--- config.mk ---
export PLATFORM = sky130hd
export DESIGN_NAME = sort_loader_flat
export DESIGN_NICKNAME = d
export VERILOG_FILES = /design/src/rtl/sort_loader_if.sv /design/src/rtl/sort_loader.sv /design/src/flat_wrapper.sv
export SDC_FILE = /design/constraint.sdc
export NUM_CORES = 1
export LEC_CHECK = 0
export ABC_AREA = 0
export ABC_CLOCK_PERIOD_IN_PS = 1700
export CORE_MARGIN = 2
export CORE_UTILIZATION = 40
export CTS_BUF_LIST = sky130_fd_sc_hd__clkbuf_2
export CTS_CLUSTER_DIAMETER = 120
export CTS_CLUSTER_SIZE = 12
export DETAILED_ROUTE_END_ITERATION = 10
export GPL_ROUTABILITY_DRIVEN = 0
export PLACE_DENSITY = 0.84
export RECOVER_POWER = 25
export SKIP_LAST_GASP = 1
export SLEW_MARGIN = 5
export SYNTH_ARGS = -nofsm -noshare
export SYNTH_HDL_FRONTEND = slang
export SYNTH_SLANG_ARGS = --single-unit
--- constraint.sdc ---
create_clock -name clk -period 1.7 [get_ports clk]
set_input_delay 0.17 -clock clk [delete_from_list [all_inputs] [get_ports clk]]
set_output_delay 0.17 -clock clk [all_outputs]
set_load 0.03 [all_outputs]
--- src/rtl/sort_loader_if.sv ---
// rtl/sort_loader_if.sv - stream, memory-write and sort-control signals of the sort loader
interface sort_loader_if #(
    parameter int data_in_width = 16,
    parameter int addr_width    = 2
);
    logic                     in_valid;
    logic [data_in_width-1:0] in_data;
    logic                     in_last;
    logic                     in_ready;

    logic                     mem_wr_en;
    logic [addr_width-1:0]    mem_addr;
    logic [data_in_width-1:0] mem_wr_data;

    logic                     sort_start;
    logic                     sort_done;

    logic                     busy;
    logic [addr_width:0]      frame_len;
    logic                     len_err;

    modport slave (
        input  in_valid, in_data, in_last, sort_done,
        output in_ready, mem_wr_en, mem_addr, mem_wr_data,
               sort_start, busy, frame_len, len_err
    );

    modport master (
        output in_valid, in_data, in_last, sort_done,
        input  in_ready, mem_wr_en, mem_addr, mem_wr_data,
               sort_start, busy, frame_len, len_err
    );
endinterface

--- src/rtl/sort_loader.sv ---
// rtl/sort_loader.sv - loads one frame into sort memory, pads short frames, kicks the sorter
module sort_loader #(
    parameter int data_in_width = 16,
    parameter int N             = 4,
    parameter int addr_width    = 2
) (
    input  logic          clk,
    input  logic          rst,
    sort_loader_if.slave  bus
);
    typedef enum logic [2:0] {
        LOAD,
        PAD,
        KICK,
        START,
        WAIT
    } state_t;

    localparam logic [addr_width:0] LAST_PTR = (addr_width + 1)'(N - 1);
    localparam logic [addr_width:0] FULL_LEN = (addr_width + 1)'(N);

    state_t              state;
    logic [addr_width:0] ptr;
    logic                hs;

    // Ready is gated by rst so nothing is accepted in the reset cycle itself
    assign bus.in_ready = (state == LOAD) && !rst;
    assign hs           = bus.in_valid && bus.in_ready;
    assign bus.busy     = (state != LOAD) || (ptr != '0);

    always_ff @(posedge clk) begin
        if (rst) begin
            state           <= LOAD;
            ptr             <= '0;
            bus.mem_wr_en   <= 1'b0;
            bus.mem_addr    <= '0;
            bus.mem_wr_data <= '0;
            bus.sort_start  <= 1'b0;
            bus.frame_len   <= '0;
            bus.len_err     <= 1'b0;
        end else begin
            bus.mem_wr_en  <= 1'b0;
            bus.sort_start <= 1'b0;
            case (state)
                LOAD: begin
                    if (hs) begin
                        bus.mem_wr_en   <= 1'b1;
                        bus.mem_addr    <= ptr[addr_width-1:0];
                        bus.mem_wr_data <= bus.in_data;
                        ptr             <= ptr + 1'b1;
                        if (ptr == LAST_PTR) begin
                            state         <= KICK;
                            bus.len_err   <= !bus.in_last;
                            bus.frame_len <= FULL_LEN;
                        end else begin
                            bus.len_err <= 1'b0;
                            if (bus.in_last) begin
                                state         <= PAD;
                                bus.frame_len <= ptr + 1'b1;
                            end
                        end
                    end
                end
                PAD: begin
                    // All-ones pads sort above every real word
                    bus.mem_wr_en   <= 1'b1;
                    bus.mem_addr    <= ptr[addr_width-1:0];
                    bus.mem_wr_data <= '1;
                    ptr             <= ptr + 1'b1;
                    if (ptr == LAST_PTR) begin
                        state <= KICK;
                    end
                end
                KICK: begin
                    state <= START;
                end
                START: begin
                    bus.sort_start <= 1'b1;
                    state          <= WAIT;
                end
                WAIT: begin
                    if (bus.sort_done) begin
                        state <= LOAD;
                        ptr   <= '0;
                    end
                end
                default: begin
                    state <= LOAD;
                    ptr   <= '0;
                end
            endcase
        end
    end
endmodule

--- src/flat_wrapper.sv ---
// flat-port wrapper written by rule: the top's interface ports become plain ports
module sort_loader_flat 
#(
    parameter int data_in_width = 16,
    parameter int N             = 4,
    parameter int addr_width    = 2
)
  (clk, rst, bus_in_valid, bus_in_data, bus_in_last, bus_sort_done, bus_in_ready, bus_mem_wr_en, bus_mem_addr, bus_mem_wr_data, bus_sort_start, bus_busy, bus_frame_len, bus_len_err);
  sort_loader_if #(.data_in_width(data_in_width), .addr_width(addr_width)) bus_i ();
  input  logic clk;
  input  logic rst;
  input wire logic [$bits(bus_i.in_valid)-1:0] bus_in_valid;
  input wire logic [$bits(bus_i.in_data)-1:0] bus_in_data;
  input wire logic [$bits(bus_i.in_last)-1:0] bus_in_last;
  input wire logic [$bits(bus_i.sort_done)-1:0] bus_sort_done;
  output wire logic [$bits(bus_i.in_ready)-1:0] bus_in_ready;
  output wire logic [$bits(bus_i.mem_wr_en)-1:0] bus_mem_wr_en;
  output wire logic [$bits(bus_i.mem_addr)-1:0] bus_mem_addr;
  output wire logic [$bits(bus_i.mem_wr_data)-1:0] bus_mem_wr_data;
  output wire logic [$bits(bus_i.sort_start)-1:0] bus_sort_start;
  output wire logic [$bits(bus_i.busy)-1:0] bus_busy;
  output wire logic [$bits(bus_i.frame_len)-1:0] bus_frame_len;
  output wire logic [$bits(bus_i.len_err)-1:0] bus_len_err;
  assign bus_i.in_valid = bus_in_valid;
  assign bus_i.in_data = bus_in_data;
  assign bus_i.in_last = bus_in_last;
  assign bus_i.sort_done = bus_sort_done;
  assign bus_in_ready = bus_i.in_ready;
  assign bus_mem_wr_en = bus_i.mem_wr_en;
  assign bus_mem_addr = bus_i.mem_addr;
  assign bus_mem_wr_data = bus_i.mem_wr_data;
  assign bus_sort_start = bus_i.sort_start;
  assign bus_busy = bus_i.busy;
  assign bus_frame_len = bus_i.frame_len;
  assign bus_len_err = bus_i.len_err;
  sort_loader #(.data_in_width(data_in_width), .N(N), .addr_width(addr_width)) u_core (.clk(clk), .rst(rst), .bus(bus_i));
endmodule
==> impl_metrics.tcl <==
set metrics [dict create \
    tightest_slew_ns 0.597 \
    first_pass_iters 4 \
    synth_edf_count 0 \
    nFillCells 270 \
    critical-path-top-delay-family "buffers and inverters" \
    worst_slew_margin_rel 0.601 \
    start_util 0.420 \
    h-tree-depth 2 \
    clockRootBuffer "clkbuf_2" \
    cts.sinks 30 \
    ff2ff_path_depth 5 \
    crit_buf_inv 1 \
    clkTransAtPathRegs_ns 0.17 \
    finalHoldViolCount 0 \
    syn_nets 170 \
    min_path_type "primary input to register" \
    crit_fanout 2 \
    port_buffers 46 \
    cts_buffers 5 \
    core_area_um2 3030 \
    p_int_uw 1250 \
    grt.met1_usage 0.227 \
    drtIter0Drc 28 \
    slowest_delay_ns 0.68 \
    dpl.hpwl_um 2300 \
    finalCritPeriodShare 0.948 \
    fin_skew_ns 0.0271 \
    synthFlopType "dfxtp_1" \
    async_flop_share 0 \
    nNetsFinal 230 \
    crit_end "bus_mem_wr_data[6]" \
    drtAntennaViolNets 0 \
    routed_wl_um 3200 \
    antenna_found_initial 0 \
    postCtsHoldBufs 0 \
    path_class "register to output port" \
    swShare 0.313 \
    report.final.slew_viol_count 0 \
    worstSetupStartpoint "u_core.bus.mem_wr_data[6]" \
    final_util 0.634 \
    power_uw 1820 \
    ys_seq_area_frac 0.472 \
    cp_cell_sequence "clkdlybuf4s50_1" \
    rr_startpoint "u_core.ptr[0]" \
    rsz0062_at_grt "false" \
    grt_overflow 0 \
    wire_per_inst_um 12.8 \
    min_from "bus_in_data[7]" \
    synthesis.area_um2 1270 \
    grt_pass1_vias 1186 \
    vias_per_cell 4.91 \
    arrival_ns 1.44 \
    synth-seq-cells 30 \
    start_kind "register" \
    fin_crit_ns 1.61 \
    io_pins 47 \
    crit_required_ns 1.53 \
    die_w_um 60.4 \
    max-vdd-ir-drop_mv 0.592 \
    syn_inst 146 \
    die_area_um2 3650 \
    seqPwrFrac 0.439 \
    cellLeakagePower_uw 0.000766 \
    vias 1232 \
    ff2ff_setup_slack_ns 0.17 \
    track_usage 0.191 \
    die_h_um 60.4 \
    diodes 0 \
    clock_latency_ns 0.37 \
    grt_pass1_wl_um 5100 \
    grt_use_met3 0.0682 \
    syn_to_final_growth_pct 51.1 \
    r2r_end "u_core.state[0]" \
    power-per-cell-area_nw_per_um2 950 \
    cts_tree "yes" \
    endpoint_kind "output port" \
    synth_warnings 0 \
    fin_setup_tns_ns 0 \
    grt_use_met2 0.315 \
    drive_gt1_frac 0.159 \
    drc 0 \
    setup_viol 0 \
    status "finished, final reports clean" \
    fp-row-count 20 \
    grt_busiest_layer "met2" \
    timing.fmax_ghz 0.621 \
    path_depth 1 \
    p_clk_frac 0.270 \
    cp_slowest_cell "clkdlybuf4s50_1" \
    grt_start_max_net_pins 30 \
    clk_path_buf_depth 2 \
    p_comb_frac 0.291 \
    drv_cap 0 \
    syn_area_per_cell_um2 8.71 \
    synth_cell_type_count 35 \
    switchingPower_uw 571 \
]
[repair_timing]
item                       4_1_cts  5_1_grt
gates resized for setup          5        6
pin swaps                        1        2
setup endpoints to repair        2       17
setup buffers                    1        4
[worst min-delay path, stage by stage]
cell	delay, ns
clkdlybuf4s50_1	0.39
nor2_1	0.10
nor3_1	0.05
[flip-flops by register name (all words and copies together), names as in the netlist]
register                cells
u_core.bus.mem_wr_data     16
u_core.bus.frame_len        3
u_core.ptr                  3
u_core.state                3
u_core.bus.mem_addr         2
u_core.bus.len_err          1
u_core.bus.mem_wr_en        1
u_core.bus.sort_start       1
[cells in the final DEF (no fill, tap or decap), types with 2 or more instances in the layout]
master,count
nor2_1,24
clkinv_2,2
dfxtp_1,28
a32o_1,2
clkbuf_2,6
nor3_1,35
mux2i_1,3
clkbuf_1,2
o21ai_0,2
inv_1,7
o31ai_1,2
clkdlybuf4s50_1,44
ha_1,3
buf_4,13
buf_6,2
nand3_1,2
nand2_1,5
a2111oi_0,2
a21oi_1,4
[power groups by stage]
stage               Clock (µW)  Sequential (µW)  Combinational [µW]
CTS                        514              803                 526
finish                     493              801                 530
floorplan                    0              921                 197
global route               543              809                 571
global placement             0              816                 511
detailed placement           0              820                 522
[cell type report]
type                            instances  area, µm²  share of cell area
Clock inverter                          3       40.0              0.0208
Multi-Input combinational cell         99        588               0.306
Timing Repair Buffer                   63        581               0.302
Sequential cell                        30        606               0.315
Tap cell                               44       55.1              0.0287
Clock buffer                            5       25.0              0.0130
Inverter                                7       26.3              0.0137
[cell usage after synthesis (2+ instances only)]
| master | count | share of area |
|---|---|---|
| mux2i_1 | 3 | 0.024 |
| nand2_1 | 5 | 0.015 |
| dfxtp_1 | 30 | 0.47 |
| clkbuf_1 | 4 | 0.012 |
| buf_2 | 2 | 0.0079 |
| o31ai_1 | 2 | 0.012 |
| nand3_1 | 2 | 0.0079 |
| a21oi_1 | 4 | 0.016 |
| nor2_1 | 24 | 0.071 |
| a2111oi_0 | 2 | 0.014 |
| ha_1 | 3 | 0.030 |
| inv_1 | 7 | 0.021 |
| nor3_1 | 35 | 0.14 |
| a32o_1 | 2 | 0.016 |
[layer usage]
layer,part of all wire,up-vias
met4,0.0097,0
met2,0.47,37
li1,-,635
met3,0.068,4
met1,0.45,556
met5,0,-
[through the flow]
stage | std cells | worst slack [ns] | hold WS (ns) | cell area (µm²)
CTS | 247 | -0.00498 | 0.343 | 1890
detailed placement | 238 | -0.0540 | 0.480 | 1810
global route | 251 | 0.0205 | 0.362 | 1920
global placement | 238 | 0.0402 | 0.444 | 1810
floorplan | 146 | 0.00507 | 0.350 | 1280
finish | 251 | 0.0890 | 0.364 | 1920
[logic make-up (layout without fill, tap and decap cells)]
kind of cell / after synthesis / after routing / share of synthesized area
AOI/OAI and AO/OA: 17 / 17 / 0.105
adders and majority gates: 3 / 3 / 0.0295
buffers and inverters: 17 / 78 / 0.0699
DFF: 30 / 30 / 0.472
muxes: 3 / 3 / 0.0236
and+or+nand+nor: 76 / 76 / 0.299
[worst min-delay path by stage]
stage | endpoint | slack (ns) | depth (start not counted)
finish | u_core.bus.mem_wr_data[7] | 0.36 | 3
global route | u_core.bus.mem_wr_data[9] | 0.36 | 3
CTS | u_core.bus.mem_wr_data[10] | 0.34 | 3
detailed placement | u_core.bus.len_err | 0.48 | 2
global placement | u_core.bus.len_err | 0.44 | 2
floorplan | u_core.bus.mem_wr_data[0] | 0.35 | 2
Power figures use the tool's default switching activity.
==> edit (same settings) <==
The 5 states of `state_t` get a one-hot encoding in 5 bits.
--- a/src/rtl/sort_loader.sv
+++ b/src/rtl/sort_loader.sv
@@ -8,12 +8,12 @@
     input  logic          rst,
     sort_loader_if.slave  bus
 );
-    typedef enum logic [2:0] {
-        LOAD,
-        PAD,
-        KICK,
-        START,
-        WAIT
+    typedef enum logic [4:0] {
+        LOAD  = 5'b00001,
+        PAD   = 5'b00010,
+        KICK  = 5'b00100,
+        START = 5'b01000,
+        WAIT  = 5'b10000
     } state_t;
 
     localparam logic [addr_width:0] LAST_PTR = (addr_width + 1)'(N - 1);
Formal check against the unedited RTL: no difference found for any inputs over 10 cycles, from zero or initial values and one cycle with rst high; not proved beyond that.
==> edit against the original RTL <==
Worst setup slack worse by 25 ps; wire length up 2.1%; non-clock buffer count decreased by 1; synthesized area up 7.4%; core utilization fell by 3.3 points; clock skew up 9.5 ps; sequential cell count increased by 2; cell area grew 3.6%; power shrank 10%; critical path type unchanged; final cell count increased by 4.8%.
==> edit: results (changes against the original RTL) <==
- Number of setup buffers added after CTS: 0 (was 1)
* Vias in the first global route: 1214 (was 1186)
- The internal power of the cells is 1.12 mW (was 1.25 mW).
- The placed standard-cell area was 1940 um^2 (was 1810 um^2).
- Buffers outside the clock class: 62 (was 63)
- Lkg Pwr: 0.742 nW (was 0.766 nW)
* Clock Network Area Fraction: 0.0207 (was 0.0339)
- Total Routed Length: 3270 um (was 3200 um)
- The wire length of the first global-routing pass came to 5580 um (was 5100 um).
- The sum of net half-perimeters after detailed placement came to 2380 um (was 2300 um).
- Final-layout fill cell count: 311 (was 270)
* Worst endpoint data arrival time: 1470 ps (was 1440 ps)
- The cell area after synthesis was 1370 um^2 (was 1270 um^2).
- The measured slew at the worst slew-check pin was 324 ps (was 597 ps).
* Total nets after synthesis: 181 (was 170)
* Length in cells of the worst reg-to-reg path: 7 (was 5)
- The count of non-CTS inverters in the layout was 5 (was 7).
- IR drop worst, VDD: 0.461 mV (was 0.592 mV)
- The slowest cell on the critical path is dfxtp_1 (was clkdlybuf4s50_1).
* #MultiIn Comb: 110 (was 99)
* # nets final: 240 (was 230)
- Number of vias after detailed routing: 1288 (was 1232)
- The final worst clock skew was 36.6 ps (was 27.1 ps).
- Biggest area contributors in the synthesized netlist: dfxtp_1 (47%), nand2_1 (9.6%), a31oi_1 (7.8%) (was dfxtp_1 (47%), nor3_1 (14%), nor2_1 (7.1%))
- The share of cell area taken by multi-input logic gates is 0.328 (was 0.306).
- PostCTS Resize Cnt: 4 (was 5)
* Post-synthesis register bit count: 32 (was 30)
- Clock buf count: 6 (was 5)
- Layout cell share with drive strength beyond 1: 0.166 (was 0.159)
- The biggest fanout along the worst timing path was 4 (was 2).
* Power consumed by the clock network: 0.367 mW (was 0.493 mW)
- Status: finished clean (unchanged)
- Top post-synthesis cells by count: nand2_1 (35), dfxtp_1 (32), a31oi_1 (17), nor2_1 (8), nand2b_1 (6) (was nor3_1 (35), dfxtp_1 (30), nor2_1 (24), inv_1 (7), nand2_1 (5))
* Pin count of the biggest net entering global routing: 27 (was 30)
edit: cell types whose count changed in the layout (fill, tap and decap cells not counted), sizes merged, moves of 3 or more:
cell	before	now
a31oi	0	17
nand2	6	35
nand2b	0	6
nand3	2	5
nor2	24	8
nor3	36	1
o21ai	2	6
edit: logic make-up after synthesis:
kind of cell / Yosys count / share of synthesized area
AND/OR/NAND/NOR: 68 / 0.253
flip-flops: 32 / 0.469
adder cells (fa/ha/maj): 3 / 0.0275
multiplexers: 3 / 0.0229
AO/OA/AOI/OAI: 36 / 0.174
buffers and inverters: 15 / 0.0532
edit: metal layers:
layer / share of wire / global-route usage / wire length (um)
met4: 0.0092 / 0.0750 / 30
met5: 0 / 0 / 0
met1: 0.44 / 0.220 / 1450
met3: 0.071 / 0.0486 / 231
met2: 0.48 / 0.300 / 1560
edit: stage by stage:
| step | utilization | power, mW | cells | worst slack (ps) |
|---|---|---|---|---|
| 2_1_floorplan | - | 1.09 | 157 | 258 |
| 3_5_place_dp | 0.586 | 1.29 | 254 | 18.0 |
| 4_1_cts | 0.599 | 1.65 | 262 | 4.51 |
| 5_1_grt | 0.601 | 1.72 | 263 | 5.70 |
| 6_report | 0.601 | 1.64 | 263 | 63.9 |
| 3_3_place_gp | 0.586 | 1.28 | 254 | 64.3 |
edit: worst paths after layout:
check	startpoint	to	slack [ps]
worst max-delay path	u_core.state[3]$_SDFFE_PP0P_	bus_in_ready	60
worst min-delay path	bus_in_data[1]	u_core.bus.mem_wr_data[1]$_SDFFE_PP0P_	350
worst max register to register	u_core.state[3]$_SDFFE_PP0P_	u_core.bus.mem_wr_data[5]$_SDFFE_PP0P_	120
worst min register to register	u_core.bus.len_err$_SDFFE_PP0P_	u_core.bus.len_err$_SDFFE_PP0P_	480
